### src/rtl/cache_line_arbiter_if.sv
// Bundles the I-cache, D-cache and memory-side signals of the line arbiter.
// The master modport drives requests and memory responses; slave is the arbiter.
interface cache_line_arbiter_if #(
   parameter int LINE_WIDTH = 256,
   parameter int ADDR_WIDTH = 32
);
   logic                  i_read;
   logic [ADDR_WIDTH-1:0] i_address;
   logic [LINE_WIDTH-1:0] i_rdata;
   logic                  i_resp;

   logic                  d_read;
   logic                  d_write;
   logic [ADDR_WIDTH-1:0] d_address;
   logic [LINE_WIDTH-1:0] d_wdata;
   logic [LINE_WIDTH-1:0] d_rdata;
   logic                  d_resp;

   logic                  mem_read;
   logic                  mem_write;
   logic [ADDR_WIDTH-1:0] mem_address;
   logic [LINE_WIDTH-1:0] mem_wdata;
   logic [LINE_WIDTH-1:0] mem_rdata;
   logic                  mem_resp;

   modport master (
      output i_read, i_address, d_read, d_write, d_address, d_wdata, mem_rdata, mem_resp,
      input  i_rdata, i_resp, d_rdata, d_resp, mem_read, mem_write, mem_address, mem_wdata
   );

   modport slave (
      input  i_read, i_address, d_read, d_write, d_address, d_wdata, mem_rdata, mem_resp,
      output i_rdata, i_resp, d_rdata, d_resp, mem_read, mem_write, mem_address, mem_wdata
   );
endinterface

### src/rtl/cache_line_arbiter.sv
// Round-robin arbiter of I-cache and D-cache line transactions onto one memory port; mem op from the cycle after the request.
// Requests are held until their resp; the loser waits in place, and memory may stall indefinitely via mem_resp.
module cache_line_arbiter #(
   parameter int LINE_WIDTH  = 256,
   parameter int ADDR_WIDTH  = 32,
   parameter int OFFSET_BITS = 5
) (
   input logic                clk,
   input logic                reset,
   cache_line_arbiter_if.slave bus
);
   typedef enum logic [1:0] {
      IDLE    = 2'd0,
      SERVE_I = 2'd1,
      SERVE_D = 2'd2
   } state_t;

   localparam logic [ADDR_WIDTH-1:0] LINE_MASK =
      {{(ADDR_WIDTH-OFFSET_BITS){1'b1}}, {OFFSET_BITS{1'b0}}};

   state_t                r_state;
   state_t                w_next_state;
   logic                  r_last_d;
   logic [ADDR_WIDTH-1:0] r_addr;
   logic [LINE_WIDTH-1:0] r_wdata;
   logic                  r_op_write;

   logic                  w_d_req;
   logic                  w_grant_i;
   logic                  w_grant_d;
   logic                  w_done;
   logic                  w_busy;

   assign w_d_req = bus.d_read | bus.d_write;

   // On a tie the requester that did not win last time is granted.
   always_comb begin
      w_next_state = r_state;
      w_grant_i    = 1'b0;
      w_grant_d    = 1'b0;
      w_done       = 1'b0;
      bus.i_resp   = 1'b0;
      bus.d_resp   = 1'b0;
      case (r_state)
         IDLE: begin
            if (bus.i_read && (!w_d_req || r_last_d)) begin
               w_grant_i    = 1'b1;
               w_next_state = SERVE_I;
            end else if (w_d_req) begin
               w_grant_d    = 1'b1;
               w_next_state = SERVE_D;
            end
         end
         SERVE_I: begin
            if (bus.mem_resp) begin
               bus.i_resp   = 1'b1;
               w_done       = 1'b1;
               w_next_state = IDLE;
            end
         end
         SERVE_D: begin
            if (bus.mem_resp) begin
               bus.d_resp   = 1'b1;
               w_done       = 1'b1;
               w_next_state = IDLE;
            end
         end
         default: w_next_state = IDLE;
      endcase
   end

   always_ff @(posedge clk) begin
      if (reset) begin
         r_state    <= IDLE;
         r_last_d   <= 1'b0;
         r_addr     <= '0;
         r_wdata    <= '0;
         r_op_write <= 1'b0;
      end else begin
         r_state <= w_next_state;
         if (w_done) begin
            r_last_d <= (r_state == SERVE_D);
         end
         if (w_grant_i) begin
            r_addr     <= bus.i_address & LINE_MASK;
            r_wdata    <= '0;
            r_op_write <= 1'b0;
         end else if (w_grant_d) begin
            // Write wins if both d_read and d_write are raised together.
            r_addr     <= bus.d_address & LINE_MASK;
            r_wdata    <= bus.d_wdata;
            r_op_write <= bus.d_write;
         end
      end
   end

   assign w_busy          = (r_state != IDLE);
   assign bus.mem_read    = w_busy & ~r_op_write;
   assign bus.mem_write   = w_busy & r_op_write;
   assign bus.mem_address = r_addr;
   assign bus.mem_wdata   = r_op_write ? r_wdata : '0;
   assign bus.i_rdata     = bus.mem_rdata;
   assign bus.d_rdata     = bus.mem_rdata;
endmodule

### src/flat_wrapper.sv
// flat-port wrapper written by rule: the top's interface ports become plain ports
module cache_line_arbiter_flat 
#(
   parameter int LINE_WIDTH  = 256,
   parameter int ADDR_WIDTH  = 32,
   parameter int OFFSET_BITS = 5
)
  (clk, reset, bus_i_read, bus_i_address, bus_d_read, bus_d_write, bus_d_address, bus_d_wdata, bus_mem_rdata, bus_mem_resp, bus_i_rdata, bus_i_resp, bus_d_rdata, bus_d_resp, bus_mem_read, bus_mem_write, bus_mem_address, bus_mem_wdata);
  cache_line_arbiter_if #(.LINE_WIDTH(LINE_WIDTH), .ADDR_WIDTH(ADDR_WIDTH)) bus_i ();
  input logic clk;
  input logic reset;
  input wire logic [$bits(bus_i.i_read)-1:0] bus_i_read;
  input wire logic [$bits(bus_i.i_address)-1:0] bus_i_address;
  input wire logic [$bits(bus_i.d_read)-1:0] bus_d_read;
  input wire logic [$bits(bus_i.d_write)-1:0] bus_d_write;
  input wire logic [$bits(bus_i.d_address)-1:0] bus_d_address;
  input wire logic [$bits(bus_i.d_wdata)-1:0] bus_d_wdata;
  input wire logic [$bits(bus_i.mem_rdata)-1:0] bus_mem_rdata;
  input wire logic [$bits(bus_i.mem_resp)-1:0] bus_mem_resp;
  output wire logic [$bits(bus_i.i_rdata)-1:0] bus_i_rdata;
  output wire logic [$bits(bus_i.i_resp)-1:0] bus_i_resp;
  output wire logic [$bits(bus_i.d_rdata)-1:0] bus_d_rdata;
  output wire logic [$bits(bus_i.d_resp)-1:0] bus_d_resp;
  output wire logic [$bits(bus_i.mem_read)-1:0] bus_mem_read;
  output wire logic [$bits(bus_i.mem_write)-1:0] bus_mem_write;
  output wire logic [$bits(bus_i.mem_address)-1:0] bus_mem_address;
  output wire logic [$bits(bus_i.mem_wdata)-1:0] bus_mem_wdata;
  assign bus_i.i_read = bus_i_read;
  assign bus_i.i_address = bus_i_address;
  assign bus_i.d_read = bus_d_read;
  assign bus_i.d_write = bus_d_write;
  assign bus_i.d_address = bus_d_address;
  assign bus_i.d_wdata = bus_d_wdata;
  assign bus_i.mem_rdata = bus_mem_rdata;
  assign bus_i.mem_resp = bus_mem_resp;
  assign bus_i_rdata = bus_i.i_rdata;
  assign bus_i_resp = bus_i.i_resp;
  assign bus_d_rdata = bus_i.d_rdata;
  assign bus_d_resp = bus_i.d_resp;
  assign bus_mem_read = bus_i.mem_read;
  assign bus_mem_write = bus_i.mem_write;
  assign bus_mem_address = bus_i.mem_address;
  assign bus_mem_wdata = bus_i.mem_wdata;
  cache_line_arbiter #(.LINE_WIDTH(LINE_WIDTH), .ADDR_WIDTH(ADDR_WIDTH), .OFFSET_BITS(OFFSET_BITS)) u_core (.clk(clk), .reset(reset), .bus(bus_i));
endmodule
### config.mk
export PLATFORM = sky130hd
export DESIGN_NAME = cache_line_arbiter_flat
export DESIGN_NICKNAME = d
export VERILOG_FILES = /design/src/rtl/cache_line_arbiter_if.sv /design/src/rtl/cache_line_arbiter.sv /design/src/flat_wrapper.sv
export SDC_FILE = /design/constraint.sdc
export NUM_CORES = 1
export LEC_CHECK = 0
export BUFFER_PORTS_ARGS = -buffer_cell sky130_fd_sc_hd__buf_4
export CAP_MARGIN = 30
export CORE_AREA = 3 3 546 548
export DETAILED_ROUTE_END_ITERATION = 10
export DIE_AREA = 0 0 549 551
export PLACE_DENSITY = 0.3
export SKIP_LAST_GASP = 1
export SYNTH_ARGS = -nofsm -noshare
export SYNTH_HDL_FRONTEND = slang
export SYNTH_SLANG_ARGS = --single-unit
### constraint.sdc
create_clock -name clk -period 2.1 [get_ports clk]
set_input_delay 0.42 -clock clk [delete_from_list [all_inputs] [get_ports clk]]
set_output_delay 0.42 -clock clk [all_outputs]
set_load 0.02 [all_outputs]
==> summary.md, run 1 <==
| Metric | Value |
|---|---|
| Total congestion overflow | `0` |
| Setup WS post-layout | `-0.297 ns` |
| Count of flip-flops with a built-in enable after synthesis | `0` |
| CP endpoint kind | `output port` |
| Ys flop type | `dfxtp_1` |
| VDD IR max | `~0.54 mV` |
| RD Place Congestion | `~0.75` |
| GRT Total Usage | `roughly a tenth` |
| Comb pwr share | `~29%` |
| CP startpoint kind | `register` |
| IO Pins | `1386` |
| Placed instance area | `roughly 0.023 mm^2` |
| Clock tree buffer depth | `3` |
| RSZ-0062 raised after global routing | `true` |
| Fin. max-slew vios | `0` |
| First-pass GRT wire length | `192 mm` |
| Number of global-route vias before repair | `about 17000` |
| Failing checks | `negative setup slack` |
| Setup TNS | `-47.42 ns` |
| Starting DRT DRC Count | `about 850` |
| Synth cell types | `28` |
| Die X | `around 550 um` |
| Power Dens Cells | `between 700 and 800 mW/mm^2` |
| Cells after Synth | `between 2000 and 2500` |
| Skew-Pair Late Insertion Delay | `0.68 ns` |
| CTS tree | `done` |
| Pre-antenna DRT Iters | `6` |
| Initial antenna violation count | `between 50 and 60` |
| H-tree depth | `2` |
| Worst Setup Path Type | `reg2out` |
| Clk slew on worst S/H paths | `around 0.060 ns` |
| DR vias | `~17000` |
| Lkg Pwr | `~10 nW` |
| Largest net degree at the start of global routing | `68` |
| WL final | `roughly 160 mm` |
| Synthesized area per cell | `7.79 um^2` |
| Synth warn | `0` |
| Fin area | `between 0.02 and 0.03 mm^2` |
| Fmax | `~420 MHz` |
| Sw power | `about 0.0070 W` |
| Clock power share | `approximately two fifths` |
| # port buffers | `around 600` |
| Die area | `roughly 0.30 mm^2` |
| Final Hold Viols | `0` |
| Critical path fanouts, max | `6` |
| Tightest Hold Check Type | `in2reg` |
| Clk Tree Root Cell | `clkbuf_16` |
| Ys async rst share | `0%` |
| Relative slew slack | `61.7%` |
| HPWL after detailed placement | `about 130 mm` |
| # rows | `~200` |
| Worst Tran Pin Value | `0.575 ns` |
| Mapped cell area | `0.0166 mm^2` |
| Post-Layout Cell Count | `roughly 6500` |
| Worst EP required | `between 1.5 and 2 ns` |
| Period utilization | `114%` |
| Die Y-Extent | `between 500 and 600 um` |
| Status | `complete, but fails checks` |
| Antenna-violating nets left | `0` |
| Endpoints failing setup | `between 200 and 300` |
| Number of max-cap violations | `0` |
| Clk sinks | `between 200 and 300` |
| Share of layout cells above drive strength 1 | `between 30 and 40%` |
| R2R depth | `7` |
| Layout Nets | `between 3000 and 4000` |
| Core area | `a little under 0.3 mm^2` |
| Via/cell ratio | `roughly 2.6` |
| Clock skew | `about 0.028 ns` |
| Hold depth | `3` |
| Critical path arrival | `roughly 2 ns` |
| Final min period | `approximately 2.4 ns` |
| Register area share after synthesis | `about a third` |
| P_int | `around 0.013 W` |
| Synth Register Bits | `between 200 and 300` |
| Pwr Total | `approximately 0.020 W` |
| Sequential power share | `between 30% and 40%` |
| WL per Instance | `around 25 um` |
| Placed instance count | `a little over 6000` |
| Switching part of the total | `about a third` |
| Starting density of the core | `between 5 and 6%` |
| Area Growth Syn to Fin | `71.9%` |
| CTS Buf Count | `47` |
| Worst hold slack | `0.0996 ns` |
| Post-route DRC | `0` |
## registers in the layout, summed over array words and instances (netlist names)
signal,cells
u_core.bus.mem_address,27
u_core.r_state,2
u_core.r_op_write,1
u_core.r_last_d,1
u_core.r_wdata,256
## through the flow
step | worst slack (ns) | utilization, %
finish | -0.297 | 9.74
global route | -0.425 | 9.73
CTS | -0.427 | 9.52
detailed placement | 0.0731 | 7.68
global placement | 0.0771 | 7.68
floorplan | 0.439 | -
## cell type report
cell class / count / area, um^2
fillers: 34100 / 265000
repair buffers: 1002 / 9820
multi-input cells: 1139 / 6540
flip-flops and latches: 287 / 5750
well taps: 3919 / 4900
clock buffers: 63 / 1300
clock inverters: 15 / 228
diodes: 22 / 55.1
inverters: 4 / 15.0
## synthesized netlist by cell type (2+ instances only)
master	n	share of area (%)
clkbuf_1	134	3.0
a32oi_1	27	1.4
inv_1	4	0.090
nand2_1	3	0.068
o21ai_0	229	6.9
nand4_1	27	1.0
ha_1	3	0.23
nor2b_1	2	0.075
dfxtp_1	287	35
buf_4	521	23
buf_2	46	1.4
nor2_1	2	0.045
nand3_1	257	7.7
a21oi_1	286	8.6
and2_1	258	9.7
o21ai_1	30	0.90
buf_1	9	0.20
## power by group through the flow
stage	logic [W]	clock network [W]	registers (W)
2_1_floorplan	0.00350	0	0.00635
3_3_place_gp	0.00489	0	0.00641
3_5_place_dp	0.00488	0	0.00642
4_1_cts	0.00586	0.00869	0.00631
5_1_grt	0.00637	0.00880	0.00638
6_report	0.00584	0.00818	0.00631
## worst max-delay path, cell delays in order (launching register included)
cell	delay, ns
dfxtp_4	0.35
buf_12	0.13
buf_16	0.15
buf_12	0.17
clkbuf_16	0.17
and2_4	0.14
buf_8	0.13
## worst paths after layout
path,slack (ns),end,from
max reg2reg,0.05,u_core.r_wdata[180],u_core.r_state[1]
min,0.1,u_core.r_wdata[92],bus_d_wdata[92]
min reg2reg,0.47,u_core.r_wdata[46],u_core.r_wdata[46]
max,-0.30,bus_mem_wdata[102],u_core.r_op_write
## routing by layer
| layer | wire length (um) | global-route usage [%] |
|---|---|---|
| met5 | 27 | 0.0313 |
| met4 | 11700 | 5.93 |
| met3 | 30900 | 9.27 |
| met2 | 67200 | 14.9 |
| met1 | 48300 | 8.31 |
## placed cells by master (no fill, tap or decap), types with 4 or more instances in the layout
master / instances
a21oi_1: 286
a32oi_1: 27
and2_1: 157
and2_4: 100
buf_12: 47
buf_16: 11
buf_4: 507
buf_6: 111
buf_8: 28
bufinv_16: 4
clkbuf_1: 10
clkbuf_16: 55
clkbuf_8: 6
clkinv_2: 4
conb_1: 5
dfxtp_1: 286
diode_2: 22
dlygate4sd3_1: 290
inv_1: 4
nand3_1: 257
nand4_1: 27
o21ai_0: 229
o21ai_1: 30
## repair_timing
action	4_1_cts	5_1_grt
setup buffers	12	7
gates cloned	7	9
endpoints found under the setup margin	260	289
hold endpoints to repair	263	0
hold buffers	290	0
resized for setup	189	118
## kinds of logic (layout without fill, tap and decap cells)
kind of cell,count (synthesis),after routing,synth area share (%)
flip-flops,287,287,34.5
AO/OA/AOI/OAI,579,579,18.3
adder cells (fa/ha/maj),3,3,0.226
AND/OR/NAND/NOR,552,552,18.8
buffers and inverters,714,1084,28.2
other,1,27,0.0225
Note: power is estimated with default switching activity, not from simulation.
==> run 2: changes to the inputs <==
--- a/config.mk
+++ b/config.mk
@@ -7,10 +7,12 @@
 export LEC_CHECK = 0
 export BUFFER_PORTS_ARGS = -buffer_cell sky130_fd_sc_hd__buf_4
 export CAP_MARGIN = 30
-export CORE_AREA = 3 3 546 548
+export CELL_PAD_IN_SITES_DETAIL_PLACEMENT = 0
+export CELL_PAD_IN_SITES_GLOBAL_PLACEMENT = 1
+export CORE_AREA = 3 3 534 536
 export DETAILED_ROUTE_END_ITERATION = 10
-export DIE_AREA = 0 0 549 551
-export PLACE_DENSITY = 0.3
+export DIE_AREA = 0 0 537 539
+export PLACE_DENSITY = 0.31
 export SKIP_LAST_GASP = 1
 export SYNTH_ARGS = -nofsm -noshare
 export SYNTH_HDL_FRONTEND = slang
==> run 2 against run 1 <==
Net effect: the flow still finishes with violations (negative setup slack); setup slack lost 0.0016 ns; total power grew 0.53%; final cell count decreased by 2.5%; sequential power hardly changed; die area fell by 4.3%; largest power group unchanged; highest routed layer unchanged.
==> summary.md, run 2 (synthesis gave the netlist of run 1 again) <==
| Metric | Value |
|---|---|
| IO Pins | `between 1000 and 1500` |
| # port buffers | `between 600 and 700` |
| Final Hold Viols | `0` |
| # rows | `around 200` |
| Skew-Pair Late Insertion Delay | `~0.67 ns` |
| Pre-antenna DRT Iters | `6` |
| Worst Setup Path Type | `reg2out` |
| Starting density of the core | `around 5.9%` |
| Fin. max-slew vios | `0` |
| GRT Total Usage | `under 10%` |
| Worst EP required | `around 1.7 ns` |
| Minimum setup slack among reg-to-reg paths | `0.15 ns` |
| Power Dens Cells | `about 740 mW/mm^2` |
| CTS Buf Count | `48` |
| Worst Tran Pin Value | `0.641 ns` |
| Endpoints failing setup | `259` |
| CP delay by family, top | `buffers and inverters` |
| Commonest cells after routing, fill and taps aside | `buf_4, dlygate4sd3_1, a21oi_1, dfxtp_1, nand3_1` |
| Worst stage delay on the critical path | `0.37 ns` |
| Biggest register | `u_core.r_wdata` |
| Clk sinks | `287` |
| Die X | `roughly 540 um` |
| WL final | `143 mm` |
| Final min period | `2.40 ns` |
| Die area | `just under 0.3 mm^2` |
| Critical path arrival | `between 1.5 and 2 ns` |
| Lkg Pwr | `roughly 10 nW` |
| Tightest Hold Check Type | `in2reg` |
| HPWL after detailed placement | `between 100 and 150 mm` |
| H-tree depth | `2` |
| RSZ-0062 raised after global routing | `true` |
| Fmax | `417 MHz` |
| Status | `complete, but fails checks` |
| Largest net degree at the start of global routing | `86` |
| Sum of buffers and inverters on the critical path | `4` |
| Share of layout cells above drive strength 1 | `around 33%` |
| Setup WS post-layout | `-0.298 ns` |
| Total congestion overflow | `0` |
| CP max stage cell | `dfxtp_4` |
| Clk Tree Root Cell | `clkbuf_16` |
| Area Growth Syn to Fin | `66.6%` |
| Number of max-cap violations | `0` |
| CP startpoint kind | `register` |
| CP endpoint kind | `output port` |
| Clk slew on worst S/H paths | `roughly 0.050 ns` |
| Via/cell ratio | `2.64` |
| Clock tree buffer depth | `3` |
| Cell Chain, Critical Path | `buf_16, buf_16, buf_4, and2_1, buf_4` |
| Layout Nets | `3078` |
| WL per Instance | `roughly 23 um` |
| Number of global-route vias before repair | `17600` |
| First-pass GRT wire length | `around 180 mm` |
| Critical path fanouts, max | `26` |
| DR vias | `16600` |
| Max FFs per register | `256` |
| Die Y-Extent | `539 um` |
| Failing checks | `negative setup slack` |
| Final Util | `between 9 and 10%` |
| Post-route DRC | `0` |
| Post-Layout Cell Count | `between 6000 and 7000` |
| VDD IR max | `roughly 0.54 mV` |
| RD Place Congestion | `approximately 0.70` |
| Antenna-violating nets left | `0` |
| Initial antenna violation count | `23` |
| Core area | `0.281 mm^2` |
| Placed instance count | `between 5000 and 6000` |
| Clock skew | `0.0332 ns` |
| Layout filler cell count | `32800` |
| CTS tree | `done` |
| Starting DRT DRC Count | `between 800 and 900` |
| FF+latch area | `0.00575 mm^2` |
| Period utilization | `114%` |
| Relative slew slack | `57.3%` |
| Commonest non-fill, non-tap cell in the layout | `buf_4` |
| Area of the multi-input gates | `0.00634 mm^2` |
[run 2: cell types whose count changed in the layout (fill, tap and decap cells not counted), sizes merged]
| cell | change |
|---|---|
| clkinvlp | -1 |
| diode | -8 |
| buf | +10 |
| clkbuf | +9 |
| dlygate4sd3 | +2 |
| inv | +1 |
| bufinv | -1 |
| clkinv | +1 |
[run 2: cell type report]
class / count / share of cell area (%)
well taps: 3743 / 16.9
flip-flops and latches: 287 / 20.7
repair buffers: 1013 / 33.5
clock buffers: 73 / 5.18
multi-input cells: 1139 / 22.9
diodes: 14 / 0.126
clock inverters: 15 / 0.605
inverters: 4 / 0.0541
[run 2: timing repair]
item / 4_1_cts / 5_1_grt
pin swaps: 1 / 2
hold buffers: 292 / 0
gates cloned: 2 / 10
gates resized for setup: 41 / 91
endpoints found under the hold margin: 266 / 0
endpoints found under the setup margin: 260 / 263
setup buffers: 2 / 9
[run 2: path summary, 6_finish.rpt]
| kind | cells after the start | end | start |
|---|---|---|---|
| min reg2reg | 2 | u_core.r_wdata[175] | u_core.r_wdata[175] |
| max | 5 | bus_mem_wdata[14] | u_core.r_op_write |
| max reg2reg | 7 | u_core.bus.mem_address[26] | u_core.r_state[0] |
| min | 3 | u_core.r_wdata[135] | bus_d_wdata[135] |
[run 2: worst register-to-register path, cell delays in order, from the launching register on]
cell and delay (ns):
dfxtp_1 0.33, inv_1 0.12, ha_4 0.20, a21boi_4 0.26, buf_12 0.33, buf_4 0.35
a32oi_1 0.12, a21oi_1 0.17
[run 2: through the flow]
step | power (W) | TNS (ns) | setup WS (ns) | cell area (um^2) | hold WS (ns)
6_report | 0.0204 | -50.52 | -0.298 | 27700 | 0.102
2_1_floorplan | 0.00985 | 0 | 0.439 | 16700 | 0.449
4_1_cts | 0.0209 | -96.12 | -0.500 | 27100 | 0.000797
3_5_place_dp | 0.0113 | 0 | 0.113 | 22300 | 0.462
3_3_place_gp | 0.0114 | 0 | 0.112 | 22300 | 0.460
5_1_grt | 0.0217 | -92.12 | -0.442 | 27700 | 0.0386
[run 2: where the power goes]
part / total [W] / internal, W / switching, W
sequential: 0.00631 / 0.00602 / 0.000292
combinational: 0.00566 / 0.00235 / 0.00331
clock: 0.00847 / 0.00505 / 0.00342
[run 2: routing by layer]
layer	GRT usage (%)	up-vias	wire length [um]
met2	13.2	939	59000
met5	0.133	-	80
met4	5.88	6	10200
li1	-	7484	-
met1	8.86	7748	47900
met3	7.21	414	25600
==> run 3: changes to the inputs <==
--- a/config.mk
+++ b/config.mk
@@ -10,6 +10,7 @@
 export CELL_PAD_IN_SITES_DETAIL_PLACEMENT = 0
 export CELL_PAD_IN_SITES_GLOBAL_PLACEMENT = 1
 export CORE_AREA = 3 3 534 536
+export CTS_BUF_LIST = sky130_fd_sc_hd__clkbuf_8
 export DETAILED_ROUTE_END_ITERATION = 10
 export DIE_AREA = 0 0 537 539
 export PLACE_DENSITY = 0.31
==> run 3 against run 2 <==
Net effect: the flow still finishes with violations (negative setup slack); non-clock buffer count rose by 48; setup slack got worse by 0.20 ns; clock power fell by 12%; maximum frequency fell by 7.8%; die area did not move; cell area rose by 6.0%; clock-buffer cell count rose by 12; critical path depth did not move; largest cell class unchanged.
==> summary.md, run 3 (synthesis gave the netlist of run 1 again) <==
| Metric | Value |
|---|---|
| Biggest register | `u_core.r_wdata` |
| Worst Tran Pin Value | `roughly 0.65 ns` |
| GRT Total Usage | `about a tenth` |
| Core area | `between 0.2 and 0.3 mm^2` |
| Power Dens Cells | `681 mW/mm^2` |
| WL final | `between 100 and 150 mm` |
| HPWL after detailed placement | `111 mm` |
| RD Place Congestion | `0.699` |
| Status | `complete, but fails checks` |
| Layout filler cell count | `32800` |
| CP startpoint kind | `register` |
| Clk slew on worst S/H paths | `around 0.06 ns` |
| Critical path fanouts, max | `8` |
| Fmax | `between 300 and 400 MHz` |
| Pre-antenna DRT Iters | `4` |
| Starting DRT DRC Count | `between 800 and 900` |
| Area Growth Syn to Fin | `76.6%` |
| Total congestion overflow | `0` |
| Pwr Total | `~0.02 W` |
| Clk sinks | `between 200 and 300` |
| Pre-CTS setup slack | `between 0.1 and 0.15 ns` |
| Lkg Pwr | `between 10 and 15 nW` |
| Die area | `0.289 mm^2` |
| Die Y-Extent | `539 um` |
| CTS tree | `done` |
| Fin. max-slew vios | `0` |
| Number of max-cap violations | `0` |
| Tightest Hold Check Type | `in2reg` |
| Clock tree buffer depth | `4` |
| Via/cell ratio | `between 2 and 3` |
| VDD IR max | `~0.36 mV` |
| Worst hold slack | `0.138 ns` |
| CP endpoint kind | `output port` |
| WL per Instance | `23.2 um` |
| Clk Tree Root Cell | `clkbuf_8` |
| Final Hold Viols | `0` |
| Antenna-violating nets left | `0` |
| Number of global-route vias before repair | `around 18000` |
| Starting density of the core | `5.92%` |
| Final min period | `between 2 and 3 ns` |
| Setup WS post-layout | `-0.500 ns` |
| Skew-Pair Late Insertion Delay | `approximately 0.91 ns` |
| Post-route DRC | `0` |
| DR vias | `17100` |
| Share of layout cells above drive strength 1 | `38.8%` |
| Initial antenna violation count | `27` |
| Endpoints failing setup | `260` |
| Layout Nets | `3154` |
| Critical path arrival | `2.18 ns` |
| # port buffers | `602` |
| Die X | `537 um` |
| Largest net degree at the start of global routing | `86` |
| Commonest non-fill, non-tap cell in the layout | `buf_4` |
| Commonest cells after routing, fill and taps aside | `buf_4, dlygate4sd3_1, a21oi_1, dfxtp_1, nand3_1` |
| IO Pins | `approximately 1400` |
| CTS Buf Count | `between 70 and 80` |
| Period utilization | `124%` |
| First-pass GRT wire length | `between 150 and 200 mm` |
| Worst EP required | `1.68 ns` |
| # rows | `just under 200` |
| Clock skew | `0.0762 ns` |
| RSZ-0062 raised after global routing | `true` |
| Max FFs per register | `256` |
| Worst Setup Path Type | `reg2out` |
| Setup TNS | `-101.83 ns` |
| H-tree depth | `3` |
| Failing checks | `negative setup slack` |
| Relative slew slack | `57.0%` |
==> run 3: cell count changes in the layout (fill, tap and decap cells not counted), sizes merged, moves of 2 or more <==
cell / previous run / this run
diode: 14 / 12
clkbuf: 80 / 96
clkinv: 9 / 4
buf: 714 / 732
inv: 6 / 29
dlygate4sd3: 292 / 318
==> run 3: worst paths after layout <==
path / startpoint / end / slack, ns / depth (start not counted)
worst min-delay path: bus_i_read / u_core.bus.mem_address[18] / 0.14 / 4
worst min register to register: u_core.r_wdata[175] / u_core.r_wdata[175] / 0.47 / 2
worst max-delay path: u_core.r_op_write / bus_mem_wdata[150] / -0.50 / 5
worst max register to register: u_core.r_state[0] / u_core.bus.mem_address[26] / 0.19 / 7
==> run 3: repair_timing <==
action / CTS / global route
setup endpoints to repair: 266 / 260
cloned: 16 / 12
setup buffers: 18 / 5
pin swaps: 17 / 14
hold endpoints to repair: 287 / 0
hold buffers: 318 / 0
gates resized for setup: 303 / 206
==> run 3: power by group <==
group	internal (W)	leakage (nW)	total, W	switching, W
clock	0.00387	0.787	0.00742	0.00355
sequential	0.00602	2.37	0.00635	0.000324
combinational	0.00277	7.85	0.00625	0.00348
==> run 3: routing by layer <==
metal	vias to the layer above	global-route usage [%]	share of wire, %
li1	7622	-	-
met1	7969	9.16	33
met2	1023	14.3	42
met3	468	7.90	18
met4	8	5.54	6.8
met5	-	0.0500	0.037
==> run 3: metrics by stage <==
stage | cells | utilization, % | instance area, um^2
finish | 6363 | 10.4 | 29400
global route | 6359 | 10.4 | 29400
CTS | 6340 | 10.1 | 28500
detailed placement | 5871 | 7.94 | 22300
global placement | 5871 | 7.94 | 22300
floorplan | 2140 | - | 16700
==> run 3: area by class of cell <==
cell class                 instances  area, um^2  area share [%]
timing repair buffer            1061       10800            36.9
multi-input combinational       1139        6710            22.8
sequential                       287        5750            19.6
tap                             3743        4680            15.9
clock buffer                      85        1170            3.98
clock inverter                    32         191           0.651
antenna                           12        30.0           0.102
inverter                           4        20.0          0.0681
==> run 3: worst max-delay path, cell delays in order (launching register included) <==
cell       delay (ns)
dfxtp_4          0.42
buf_16           0.19
buf_16           0.19
clkbuf_16        0.19
and2_4           0.13
buf_6            0.11
